--- src/rtl/mem_port_arbiter.sv ---
// Arbitrates one fixed-latency single-ported memory between fetch and data stages; one access in flight.
// Grant is combinational in IDLE; the response appears MEM_LAT cycles later.
// Data has priority, and a starvation bound forces a fetch grant.
module mem_port_arbiter #(
    parameter int ADDR_W     = 30,
    parameter int DATA_W     = 32,
    parameter int MEM_LAT    = 2,
    parameter int STARVE_MAX = 4
) (
    input  logic              clk,
    input  logic              reset,
    input  logic              if_req,
    input  logic [ADDR_W-1:0] if_addr,
    output logic              if_gnt,
    output logic              if_valid,
    output logic [DATA_W-1:0] if_rdata,
    input  logic              flush,
    input  logic              d_req,
    input  logic              d_we,
    input  logic [ADDR_W-1:0] d_addr,
    input  logic [DATA_W-1:0] d_wdata,
    output logic              d_gnt,
    output logic              d_valid,
    output logic [DATA_W-1:0] d_rdata,
    output logic              mem_en,
    output logic              mem_we,
    output logic [ADDR_W-1:0] mem_addr,
    output logic [DATA_W-1:0] mem_wdata,
    input  logic [DATA_W-1:0] mem_rdata,
    output logic              stall_if,
    output logic              busy
);
    localparam int LAT_W  = (MEM_LAT > 1) ? $clog2(MEM_LAT) : 1;
    localparam int CNT_W  = $clog2(STARVE_MAX + 1);
    localparam bit SINGLE = (MEM_LAT == 1);

    typedef enum logic {IDLE, WAIT} state_t;

    state_t             state;
    logic [LAT_W-1:0]   lat_cnt;
    logic [CNT_W-1:0]   starve_cnt;
    logic               owner_if;
    logic               owner_d;
    logic               owner_st;
    logic               cancel;

    logic idle;
    logic starved;
    logic done_wait;
    logic done_now;
    logic done_if;
    logic done_d;
    logic done_st;
    logic kill;

    assign idle    = (state == IDLE);
    assign starved = (starve_cnt == CNT_W'(STARVE_MAX));

    assign if_gnt    = idle && if_req && (!d_req || starved);
    assign d_gnt     = idle && d_req && !if_gnt;
    assign mem_en    = if_gnt || d_gnt;
    assign mem_we    = d_gnt && d_we;
    assign mem_addr  = d_gnt ? d_addr : if_addr;
    assign mem_wdata = mem_we ? d_wdata : '0;
    assign stall_if  = if_req && !if_gnt;
    assign busy      = (state == WAIT);

    // With MEM_LAT==1 the response is captured on the grant edge and no WAIT cycle exists.
    assign done_wait = (state == WAIT) && (lat_cnt == LAT_W'(1));
    assign done_now  = SINGLE && mem_en;
    assign done_if   = (done_wait && owner_if) || (done_now && if_gnt);
    assign done_d    = (done_wait && owner_d) || (done_now && d_gnt);
    assign done_st   = done_wait ? owner_st : d_we;
    assign kill      = flush || ((state == WAIT) && cancel);

    always_ff @(posedge clk) begin
        if (reset) begin
            state      <= IDLE;
            lat_cnt    <= '0;
            starve_cnt <= '0;
            owner_if   <= 1'b0;
            owner_d    <= 1'b0;
            owner_st   <= 1'b0;
            cancel     <= 1'b0;
            if_valid   <= 1'b0;
            d_valid    <= 1'b0;
            if_rdata   <= '0;
            d_rdata    <= '0;
        end else begin
            if_valid <= 1'b0;
            d_valid  <= 1'b0;

            if (!if_req || if_gnt) begin
                starve_cnt <= '0;
            end else if (d_gnt && !starved) begin
                starve_cnt <= starve_cnt + CNT_W'(1);
            end

            case (state)
                IDLE: begin
                    if (mem_en && !SINGLE) begin
                        state    <= WAIT;
                        lat_cnt  <= LAT_W'(MEM_LAT - 1);
                        owner_if <= if_gnt;
                        owner_d  <= d_gnt;
                        owner_st <= d_gnt && d_we;
                        cancel   <= if_gnt && flush;
                    end
                end
                WAIT: begin
                    if (owner_if && flush) begin
                        cancel <= 1'b1;
                    end
                    if (done_wait) begin
                        state    <= IDLE;
                        lat_cnt  <= '0;
                        owner_if <= 1'b0;
                        owner_d  <= 1'b0;
                        owner_st <= 1'b0;
                        cancel   <= 1'b0;
                    end else begin
                        lat_cnt <= lat_cnt - LAT_W'(1);
                    end
                end
                default: state <= IDLE;
            endcase

            // A cancelled fetch still consumes its slot but leaves if_rdata untouched.
            if (done_if && !kill) begin
                if_valid <= 1'b1;
                if_rdata <= mem_rdata;
            end
            if (done_d) begin
                d_valid <= 1'b1;
                d_rdata <= done_st ? '0 : mem_rdata;
            end
        end
    end
endmodule
--- config.mk ---
export PLATFORM = sky130hd
export DESIGN_NAME = mem_port_arbiter
export DESIGN_NICKNAME = d
export VERILOG_FILES = /design/src/rtl/mem_port_arbiter.sv
export SDC_FILE = /design/constraint.sdc
export NUM_CORES = 1
export LEC_CHECK = 0
export ABC_AREA = 1
export ABC_CLOCK_PERIOD_IN_PS = 2300
export BUFFER_PORTS_ARGS = -buffer_cell sky130_fd_sc_hd__buf_4
export CORE_AREA = 2 2 102 104
export CTS_CLUSTER_SIZE = 24
export DETAILED_ROUTE_END_ITERATION = 12
export DIE_AREA = 0 0 104 106
export PLACE_DENSITY = 0.71
export SLEW_MARGIN = 25
export SYNTH_ARGS = -nofsm -noshare
export SYNTH_HDL_FRONTEND = slang
export SYNTH_SLANG_ARGS = --single-unit
--- constraint.sdc ---
create_clock -name clk -period 2.3 [get_ports clk]
set_clock_uncertainty 0.2 [all_clocks]
set_input_delay 0.115 -clock clk [delete_from_list [all_inputs] [get_ports clk]]
set_output_delay 0.115 -clock clk [all_outputs]
set_load 0.02 [all_outputs]
==> impl_metrics.tcl <==
set metrics [dict create \
    status "finished, final reports clean" \
    drv_cap 0 \
    critical_path_arrival_ps 1850 \
    synth-edff-count 0 \
    seqPwrFrac_pct 43.6 \
    start_kind "register" \
    clockPowerShare_pct 28.9 \
    path_cells "inv_1 > ha_1 > nand2_2 > nand2_1 > nand2_4 > nand2_4 > buf_6 > nand2_1 > nand2_1 > buf_4" \
    cts_root_buf "clkbuf_8" \
    synth_seq_cells 75 \
    tritoncts "yes" \
    htree_num_levels 3 \
    synthFlopType "dfxtp_1" \
    worstPathRequired_ps 1990 \
    synthArstFlopShare_pct 0 \
    grt_max_degree 65 \
    max_slew_margin_pct 67.5 \
    nets 938 \
    syn_nets 649 \
    maxSlewViolCount 0 \
    cts_buffers 9 \
    grt_overflow_total 0 \
    design.die.area_sq_mm 0.0110 \
    drt-total-wl_microns 14000 \
    worstMarginPinSlew_ps 486 \
    synth.avg_cell_area_sq_um 6.61 \
    core_sq_mm 0.0100 \
    total_power_w 0.00308 \
    drt_iter0_drc 269 \
    drc 0 \
    placed_cells 892 \
    via_count 4500 \
    critical_path_class "register to output pin" \
    synthTopCellsByArea "dfxtp_1 44%, nand2_1 11%, nor2_1 11%" \
    finalSetupViolCount 0 \
    area_delta_synth_final_pct 78.9 \
    ir_drop_mv 0.375 \
    crit_fanout 28 \
    drive_gt1_share_pct 36.9 \
    cts_sinks 75 \
    diodes 0 \
    antenna_found_initial 0 \
    finalCriticalPeriod_ps 2170 \
    hold_viol_final 0 \
    fin_cells 947 \
    leakagePower_nw 3.19 \
    ys_types 17 \
    critPathMaxStageDelay_ps 340 \
    netlist_instances 517 \
    die_w_microns 104 \
    p_int_w 0.00213 \
    gp_congestion 0.945 \
    path_buf_inv 3 \
    hold_path_class "input port to register" \
    dpl.hpwl_microns 10000 \
    final_antenna_net_count 0 \
    synth_top_area_share_pct 43.9 \
    synth.most_common_cell "nand2_1" \
    power_switching_w 0.000955 \
    crit_family "simple AND/OR/NAND/NOR gates" \
    p_per_area_mw_per_mm2 505 \
    ios 264 \
    wl_per_cell_microns 14.7 \
    yosys_warnings 0 \
    grt_pass1_vias 4205 \
    clkLatencyLatePin_ps 330 \
    clock.fmax_mhz 461 \
    ys_top_cells_by_count "103 x nand2_1, 102 x nor2_1, 75 x dfxtp_1" \
    track_usage_pct 24.3 \
    p_comb_share_pct 27.5 \
    drt_pass1_iterations 5 \
    cp_common_cell "nand2_1" \
    clk_pin_slew_worst_paths_ps 80 \
    die_y_microns 106 \
    portBuffers 263 \
    swShare_pct 31.0 \
    clock_path_buffers 2 \
    fin_crit_sh_pct 94.2 \
    synth_seq_area_share_pct 43.9 \
    endpoint_kind "output pin" \
    syn_area_sq_mm 0.00342 \
    via_per_inst 4.75 \
    rows 37 \
    start_util_pct 34.2 \
    fin_util_pct 61.1 \
    yosys.area.top_type "dfxtp_1" \
    grt_pass1_wl_microns 21600 \
    critical-path-slowest-cell "dfxtp_2" \
]
==> worst register-to-register path, stage by stage, from the launching register on <==
cell           delay (ps)
dfxtp_1               480
inv_1                 130
o21ai_1               270
nand3_1               130
a21oi_1               150
dlygate4sd3_1         560
==> layout make-up <==
cell class	count	area [sq um]
flip-flops and latches	75	1500
clock buffers	11	131
inverters	46	175
repair buffers	313	2500
multi-input cells	361	1590
fillers	926	3890
clock inverters	5	37.5
well taps	136	170
==> logic make-up (layout without fill, tap and decap cells) <==
logic type	count (synthesis)	count (layout)	share of synthesized area, %
AOI/OAI and AO/OA	107	107	15.7
xor gates and xnor gates	1	1	0.256
adders and majority gates	2	2	0.732
buffers and inverters	81	375	9.92
DFF	75	75	43.9
and+or+nand+nor	251	251	29.5
==> sequential cells by signal, summed over array words and instances (netlist names) <==
signal      cells
owner_st        1
owner_d         1
owner_if        1
if_valid        1
cancel          1
starve_cnt      3
d_valid         1
busy            1
d_rdata        32
lat_cnt         1
if_rdata       32
==> power by group through the flow <==
stage	clock network, W	logic (W)	registers [W]
2_1_floorplan	0	0.000338	0.00140
3_3_place_gp	0	0.000771	0.00137
3_5_place_dp	0	0.000779	0.00137
4_1_cts	0.000915	0.000835	0.00135
5_1_grt	0.000963	0.000911	0.00135
6_report	0.000891	0.000848	0.00135
==> path summary, 6_finish.rpt <==
kind | cells after the start | start | slack [ps] | endpoint
min reg2reg | 2 | if_rdata[0]$_SDFFE_PP0P_ | 290 | if_rdata[0]$_SDFFE_PP0P_
max | 10 | starve_cnt[0]$_SDFFE_PP0P_ | 130 | mem_addr[29]
max reg2reg | 5 | busy$_SDFF_PP0_ | 320 | owner_if$_SDFFE_PP0P_
min | 5 | d_req | 40 | starve_cnt[0]$_SDFFE_PP0P_
==> per-stage QoR <==
stage	setup TNS (ps)	cell area [sq um]	hold WS [ps]	worst slack, ps
2_1_floorplan	0	3420	57.7	450
3_3_place_gp	0	5520	154	307
3_5_place_dp	0	5520	164	234
4_1_cts	0	6060	0.554	2.11
5_1_grt	-214	6110	63.8	-29.0
6_report	0	6110	41.7	133
==> layout by cell type, fill, tap and decap left out, types with 3 or more instances in the layout <==
master         count
o21ai_0           65
dlygate4sd3_1     36
nand2_1          100
a21oi_1           40
buf_4            271
inv_1             44
nor2_1           102
dfxtp_1           74
clkbuf_8           9
nand3_1           43
buf_12             3
==> layer usage <==
layer,global-route usage (%),up-vias,share of wire [%],wire length (microns)
met2,45.4,192,52,7260
met1,26.4,2078,39,5380
met5,0,-,0,0
met3,7.54,20,7.8,1090
li1,-,2210,-,-
met4,7.05,0,1.7,235
==> repair_timing <==
action                     CTS  global route
hold endpoints to repair    74             0
gates cloned                 0             1
setup endpoints to repair   46            64
gates resized for setup      4             5
setup buffers                0             2
hold buffers                36             0
(Power assumes the default switching activity.)
